===== src/rtl/level_if.sv =====
// Handshake and level bus between level_generator (slave) and its controller/consumer (master).
interface level_if #(
    parameter int MAX_NOTES = 4
);
    logic                     new_game;
    logic                     load_level;
    logic                     level_won;
    logic                     level_lost;
    logic [4*MAX_NOTES-1:0]   level_data;
    logic [3:0]               level_length;
    logic                     level_valid;
    logic [3:0]               level_num;
    logic                     game_complete;

    modport master (
        output new_game, load_level, level_won, level_lost,
        input  level_data, level_length, level_valid, level_num, game_complete
    );

    modport slave (
        input  new_game, load_level, level_won, level_lost,
        output level_data, level_length, level_valid, level_num, game_complete
    );
endinterface


===== src/rtl/level_generator.sv =====
// Simon-style level generator: LFSR-driven one-hot notes, one note appended per won level.
// Optional feature LEVEL_REPLAY_ON_LOSS_EN: a loss replays the same level instead of ending the game.
module level_generator #(
    parameter int          MAX_NOTES    = 4,
    parameter int          START_LENGTH = 1,
    parameter logic [15:0] SEED         = 16'hACE1
) (
    input  logic   clk,
    input  logic   reset_n,
    level_if.slave bus
);
    localparam int unsigned NSLOT    = MAX_NOTES;
    localparam int unsigned DW       = 4 * MAX_NOTES;
    localparam logic [3:0]  MAX4     = 4'(MAX_NOTES);
    localparam logic [3:0]  START4   = 4'(START_LENGTH);
    localparam logic [15:0] SEED_EFF = (SEED == 16'h0000) ? 16'h0001 : SEED;

    typedef enum logic [2:0] {S_IDLE, S_GEN, S_READY, S_WAIT, S_DONE} state_t;

    state_t          state;
    logic [15:0]     lfsr;
    logic [15:0]     lfsr_next;
    logic [3:0]      note;
    logic [3:0]      idx;
    logic [DW-1:0]   data;
    logic [3:0]      length;
    logic [3:0]      num;
    logic            valid;
    logic            complete;

    assign lfsr_next = {1'b0, lfsr[15:1]} ^ (lfsr[0] ? 16'hB400 : 16'h0000);
    assign note      = 4'b0001 << lfsr[1:0];

    always_ff @(posedge clk or negedge reset_n) begin
        if (!reset_n) begin
            state    <= S_IDLE;
            lfsr     <= SEED_EFF;
            idx      <= '0;
            data     <= '0;
            length   <= '0;
            num      <= '0;
            valid    <= 1'b0;
            complete <= 1'b0;
        end else begin
            lfsr <= lfsr_next;
            if (bus.new_game) begin
                state    <= S_GEN;
                idx      <= '0;
                data     <= '0;
                length   <= START4;
                num      <= 4'd1;
                valid    <= 1'b0;
                complete <= 1'b0;
            end else begin
                case (state)
                    S_IDLE: ;
                    S_GEN: begin
                        for (int unsigned i = 0; i < NSLOT; i++) begin
                            if (idx == 4'(i)) data[DW-1-4*i -: 4] <= note;
                        end
                        idx <= idx + 4'd1;
                        // The last write of the level and READY entry share one edge.
                        if (idx + 4'd1 == length) begin
                            state <= S_READY;
                            valid <= 1'b1;
                        end
                    end
                    S_READY: begin
                        if (bus.load_level) begin
                            state <= S_WAIT;
                            valid <= 1'b0;
                        end
                    end
                    S_WAIT: begin
                        if (bus.level_lost) begin
`ifdef LEVEL_REPLAY_ON_LOSS_EN
                            state <= S_READY;
                            valid <= 1'b1;
`else
                            state  <= S_IDLE;
                            idx    <= '0;
                            data   <= '0;
                            length <= '0;
                            num    <= '0;
`endif
                        end else if (bus.level_won) begin
                            if (length < MAX4) begin
                                // idx already equals length, so GEN appends exactly one note.
                                length <= length + 4'd1;
                                num    <= (num < MAX4) ? num + 4'd1 : num;
                                state  <= S_GEN;
                            end else begin
                                state    <= S_DONE;
                                complete <= 1'b1;
                            end
                        end
                    end
                    S_DONE: ;
                    default: state <= S_IDLE;
                endcase
            end
        end
    end

    assign bus.level_data    = data;
    assign bus.level_length  = length;
    assign bus.level_valid   = valid;
    assign bus.level_num     = num;
    assign bus.game_complete = complete;
endmodule


===== src/flat_wrapper.sv =====
// flat-port wrapper written by rule: the top's interface ports become plain ports
module level_generator_flat 
#(
    parameter int          MAX_NOTES    = 4,
    parameter int          START_LENGTH = 1,
    parameter logic [15:0] SEED         = 16'hACE1
)
  (clk, reset_n, bus_new_game, bus_load_level, bus_level_won, bus_level_lost, bus_level_data, bus_level_length, bus_level_valid, bus_level_num, bus_game_complete);
  level_if #(.MAX_NOTES(MAX_NOTES)) bus_i ();
  input  logic clk;
  input  logic reset_n;
  input wire logic [$bits(bus_i.new_game)-1:0] bus_new_game;
  input wire logic [$bits(bus_i.load_level)-1:0] bus_load_level;
  input wire logic [$bits(bus_i.level_won)-1:0] bus_level_won;
  input wire logic [$bits(bus_i.level_lost)-1:0] bus_level_lost;
  output wire logic [$bits(bus_i.level_data)-1:0] bus_level_data;
  output wire logic [$bits(bus_i.level_length)-1:0] bus_level_length;
  output wire logic [$bits(bus_i.level_valid)-1:0] bus_level_valid;
  output wire logic [$bits(bus_i.level_num)-1:0] bus_level_num;
  output wire logic [$bits(bus_i.game_complete)-1:0] bus_game_complete;
  assign bus_i.new_game = bus_new_game;
  assign bus_i.load_level = bus_load_level;
  assign bus_i.level_won = bus_level_won;
  assign bus_i.level_lost = bus_level_lost;
  assign bus_level_data = bus_i.level_data;
  assign bus_level_length = bus_i.level_length;
  assign bus_level_valid = bus_i.level_valid;
  assign bus_level_num = bus_i.level_num;
  assign bus_game_complete = bus_i.game_complete;
  level_generator #(.MAX_NOTES(MAX_NOTES), .START_LENGTH(START_LENGTH), .SEED(SEED)) u_core (.clk(clk), .reset_n(reset_n), .bus(bus_i));
endmodule

===== config.mk =====
export PLATFORM = sky130hd
export DESIGN_NAME = level_generator_flat
export DESIGN_NICKNAME = d
export VERILOG_FILES = /design/src/rtl/level_if.sv /design/src/rtl/level_generator.sv /design/src/flat_wrapper.sv
export SDC_FILE = /design/constraint.sdc
export NUM_CORES = 1
export LEC_CHECK = 0
export ABC_AREA = 1
export BUFFER_PORTS_ARGS = -buffer_cell sky130_fd_sc_hd__clkbuf_2
export CAP_MARGIN = 10
export CORE_MARGIN = 3
export CORE_UTILIZATION = 55
export CTS_BUF_LIST = sky130_fd_sc_hd__clkbuf_2
export DETAILED_ROUTE_END_ITERATION = 6
export PLACE_DENSITY = 0.77
export SYNTH_ARGS = -nofsm -noshare
export SYNTH_HDL_FRONTEND = slang
export SYNTH_SLANG_ARGS = --single-unit

===== constraint.sdc =====
create_clock -name clk -period 2.11 [get_ports clk]
set_clock_uncertainty 0.15 [all_clocks]
set_input_delay 0.422 -clock clk [delete_from_list [all_inputs] [get_ports clk]]
set_output_delay 0.422 -clock clk [all_outputs]
set_load 0.05 [all_outputs]

==> results.json <==
{
  "place.gp.congestion": 0.826,
  "syn_inst": 220,
  "irDropWorstVdd_mv": 0.517,
  "drt_iter0_drc": 159,
  "r2r_start": "u_core.idx[0]",
  "critPathLaunch": "u_core.idx[0]",
  "wl_mm": 4.00,
  "grt_util_met3": 0.0427,
  "max_clock_freq_mhz": 523,
  "final_cell_mix": "nand2_1, dfrtp_1, clkbuf_2, inv_1, nand3_1",
  "detail-route-antenna-nets": 0,
  "diodes": 0,
  "use_met1": 0.274,
  "portBuffers": 31,
  "dieHeight_microns": 68.4,
  "htree_levels": 2,
  "yosys_warnings": 0,
  "vias": 1609,
  "grt_first_pass_wirelength_mm": 6.51,
  "slew_violations": 0,
  "drive_above_1_share": 0.282,
  "ios": 32,
  "avgSynthCellArea_sq_um": 9.75,
  "path_clk_slew_ns": 0.24,
  "dpl_worst_slack_ns": 0.220,
  "clk_latency_ns": 0.42,
  "cts_inserted_buffers": 5,
  "clockBufferDepth": 2,
  "p_leak_uw": 0.00125,
  "worstPathRequired_ns": 2.29,
  "drv_cap": 0,
  "grt_pass1_vias": 1466,
  "worst_setup_path_end_kind": "register",
  "min-delay-start": "bus_new_game",
  "finalSetupTns_ns": 0,
  "crit_fanout": 6,
  "ys_seq_elements": 49,
  "worst_slew_pin_slew_ns": 0.593,
  "grt.overflow.total": 0,
  "grt_antenna_before_repair": 0,
  "holdCritPathClass": "in -> reg",
  "die-area_sq_mm": 0.00468,
  "core_sq_mm": 0.00372,
  "placed_area_sq_mm": 0.00236,
  "setup_slack_ns": 0.198,
  "cts_root_buffer": "clkbuf_2",
  "power.density_mw_per_mm2": 1070,
  "grtUsageTotal": 0.190,
  "routedWlPerCell_microns": 13.0,
  "initial_core_util": 0.577,
  "cts_sinks": 49,
  "top_usage_layer": "met2",
  "synth_cell_types": 29,
  "ys_seq_area_frac": 0.576,
  "place_hpwl_mm": 2.92,
  "hold_viol": 0,
  "syn_area_sq_mm": 0.00214,
  "startpoint_type": "register",
  "fin_area_sq_mm": 0.00242,
  "crit_arrival_ns": 2.09,
  "crit_type": "reg -> reg",
  "syn_nets": 232,
  "final_util": 0.650,
  "period_needed_ns": 1.91,
  "power_uw": 2570,
  "period_share": 0.906,
  "area_growth_pct": 12.7,
  "fp-row-count": 22,
  "dr.pass1.iters": 5,
  "drc_errors": 0,
  "fp.dieW_microns": 68.4,
  "cts_tree": "built",
  "cts_setup_buffers": 0,
  "use_met2": 0.279,
  "max_slew_margin": 0.605,
  "finalSetupViolCount": 0,
  "finish.net_count": 270,
  "mostFrequentLayoutCell": "nand2_1",
  "viasPerCell": 5.24,
  "grt_max_degree": 50,
  "rsz0062_at_grt": "no",
  "status": "complete, no violations"
}
-- routing by layer --
layer  wire [microns]  vias to the layer above
li1                 -                      784
met1             1890                      779
met2             1850                       39
met3              202                        7
met4               59                        0
met5                0                        -
-- final timing paths --
kind                                             to  slack (ns)  depth (start not counted)
setup / recovery                    u_core.state[1]        0.20                         10
hold / removal             u_core.bus.game_complete        0.06                          2
setup reg to reg                    u_core.state[1]        0.20                         10
hold reg to reg                      u_core.lfsr[6]        0.21                          0
max in group asynchronous             u_core.idx[0]        0.96                          3
min in group asynchronous             u_core.idx[2]        0.44                          3
-- cell usage after synthesis (all sizes together) --
cell type,n,area share
inv,24,0.042
a21oi,3,0.0070
o22ai,2,0.012
dfstp,8,0.098
nor3,3,0.0093
xnor2,1,0.0041
dfrtp,41,0.48
o21ai,26,0.062
nand4,5,0.015
nand2,64,0.14
ha,6,0.035
o21a,1,0.0070
clkinv,1,0.0023
nor2,9,0.023
clkbuf,2,0.0035
nand3,18,0.044
o31ai,1,0.0035
or2,2,0.0058
xor2,3,0.012
-- final cells by class --
cell class	instances	area, sq um
Sequential cell	49	1240
Inverter	25	95.1
Multi-Input combinational cell	144	806
Clock buffer	5	25.0
Clock inverter	3	20.0
Tap cell	48	60.1
Timing Repair Buffer	33	173
Fill cell	306	1300
-- stage by stage --
stage | hold WS [ns] | instances
CTS | 0.0221 | 307
finish | 0.0563 | 307
floorplan | -0.0236 | 220
global route | 0.0188 | 307
detailed placement | 0.189 | 298
global placement | 0.185 | 298
-- registers in the layout (all words and copies together), names as in the netlist --
signal / flops
u_core.bus.game_complete: 1
u_core.bus.level_data: 16
u_core.bus.level_length: 4
u_core.bus.level_num: 4
u_core.bus.level_valid: 1
u_core.idx: 4
u_core.lfsr: 16
u_core.state: 3
-- power by group --
group / internal (uW) / switching [uW] / leakage, uW
Sequential: 1050 / 95.7 / 0.000636
Clock: 81.9 / 293 / 0.0000270
Combinational: 292 / 765 / 0.000584
Total: 1420 / 1150 / 0.00125
-- cell families after synthesis --
| family | synth area share |
|---|---|
| AOI/OAI and AO/OA | 0.0922 |
| xor gates and xnor gates | 0.0163 |
| adders and majority gates | 0.0350 |
| buffers and inverters | 0.0478 |
| DFF | 0.576 |
| and+or+nand+nor | 0.232 |
-- critical path, stage by stage, from the launching register on --
cell and delay [ns]:
dfrtp_2 0.50, inv_1 0.14, ha_1 0.27, xnor2_1 0.15
nand2_1 0.06, nor2_1 0.10, nand3_1 0.08, nand2_2 0.12
nand3_2 0.10, nand2_1 0.08, nand2_1 0.05
-- what timing repair did --
| action | 4_1_cts | 5_1_grt |
|---|---|---|
| endpoints found under the setup margin | 0 | 1 |
| resized for setup | 0 | 1 |
| endpoints found under the hold margin | 41 | 0 |
| hold buffers | 1 | 0 |
(Power assumes the default switching activity.)
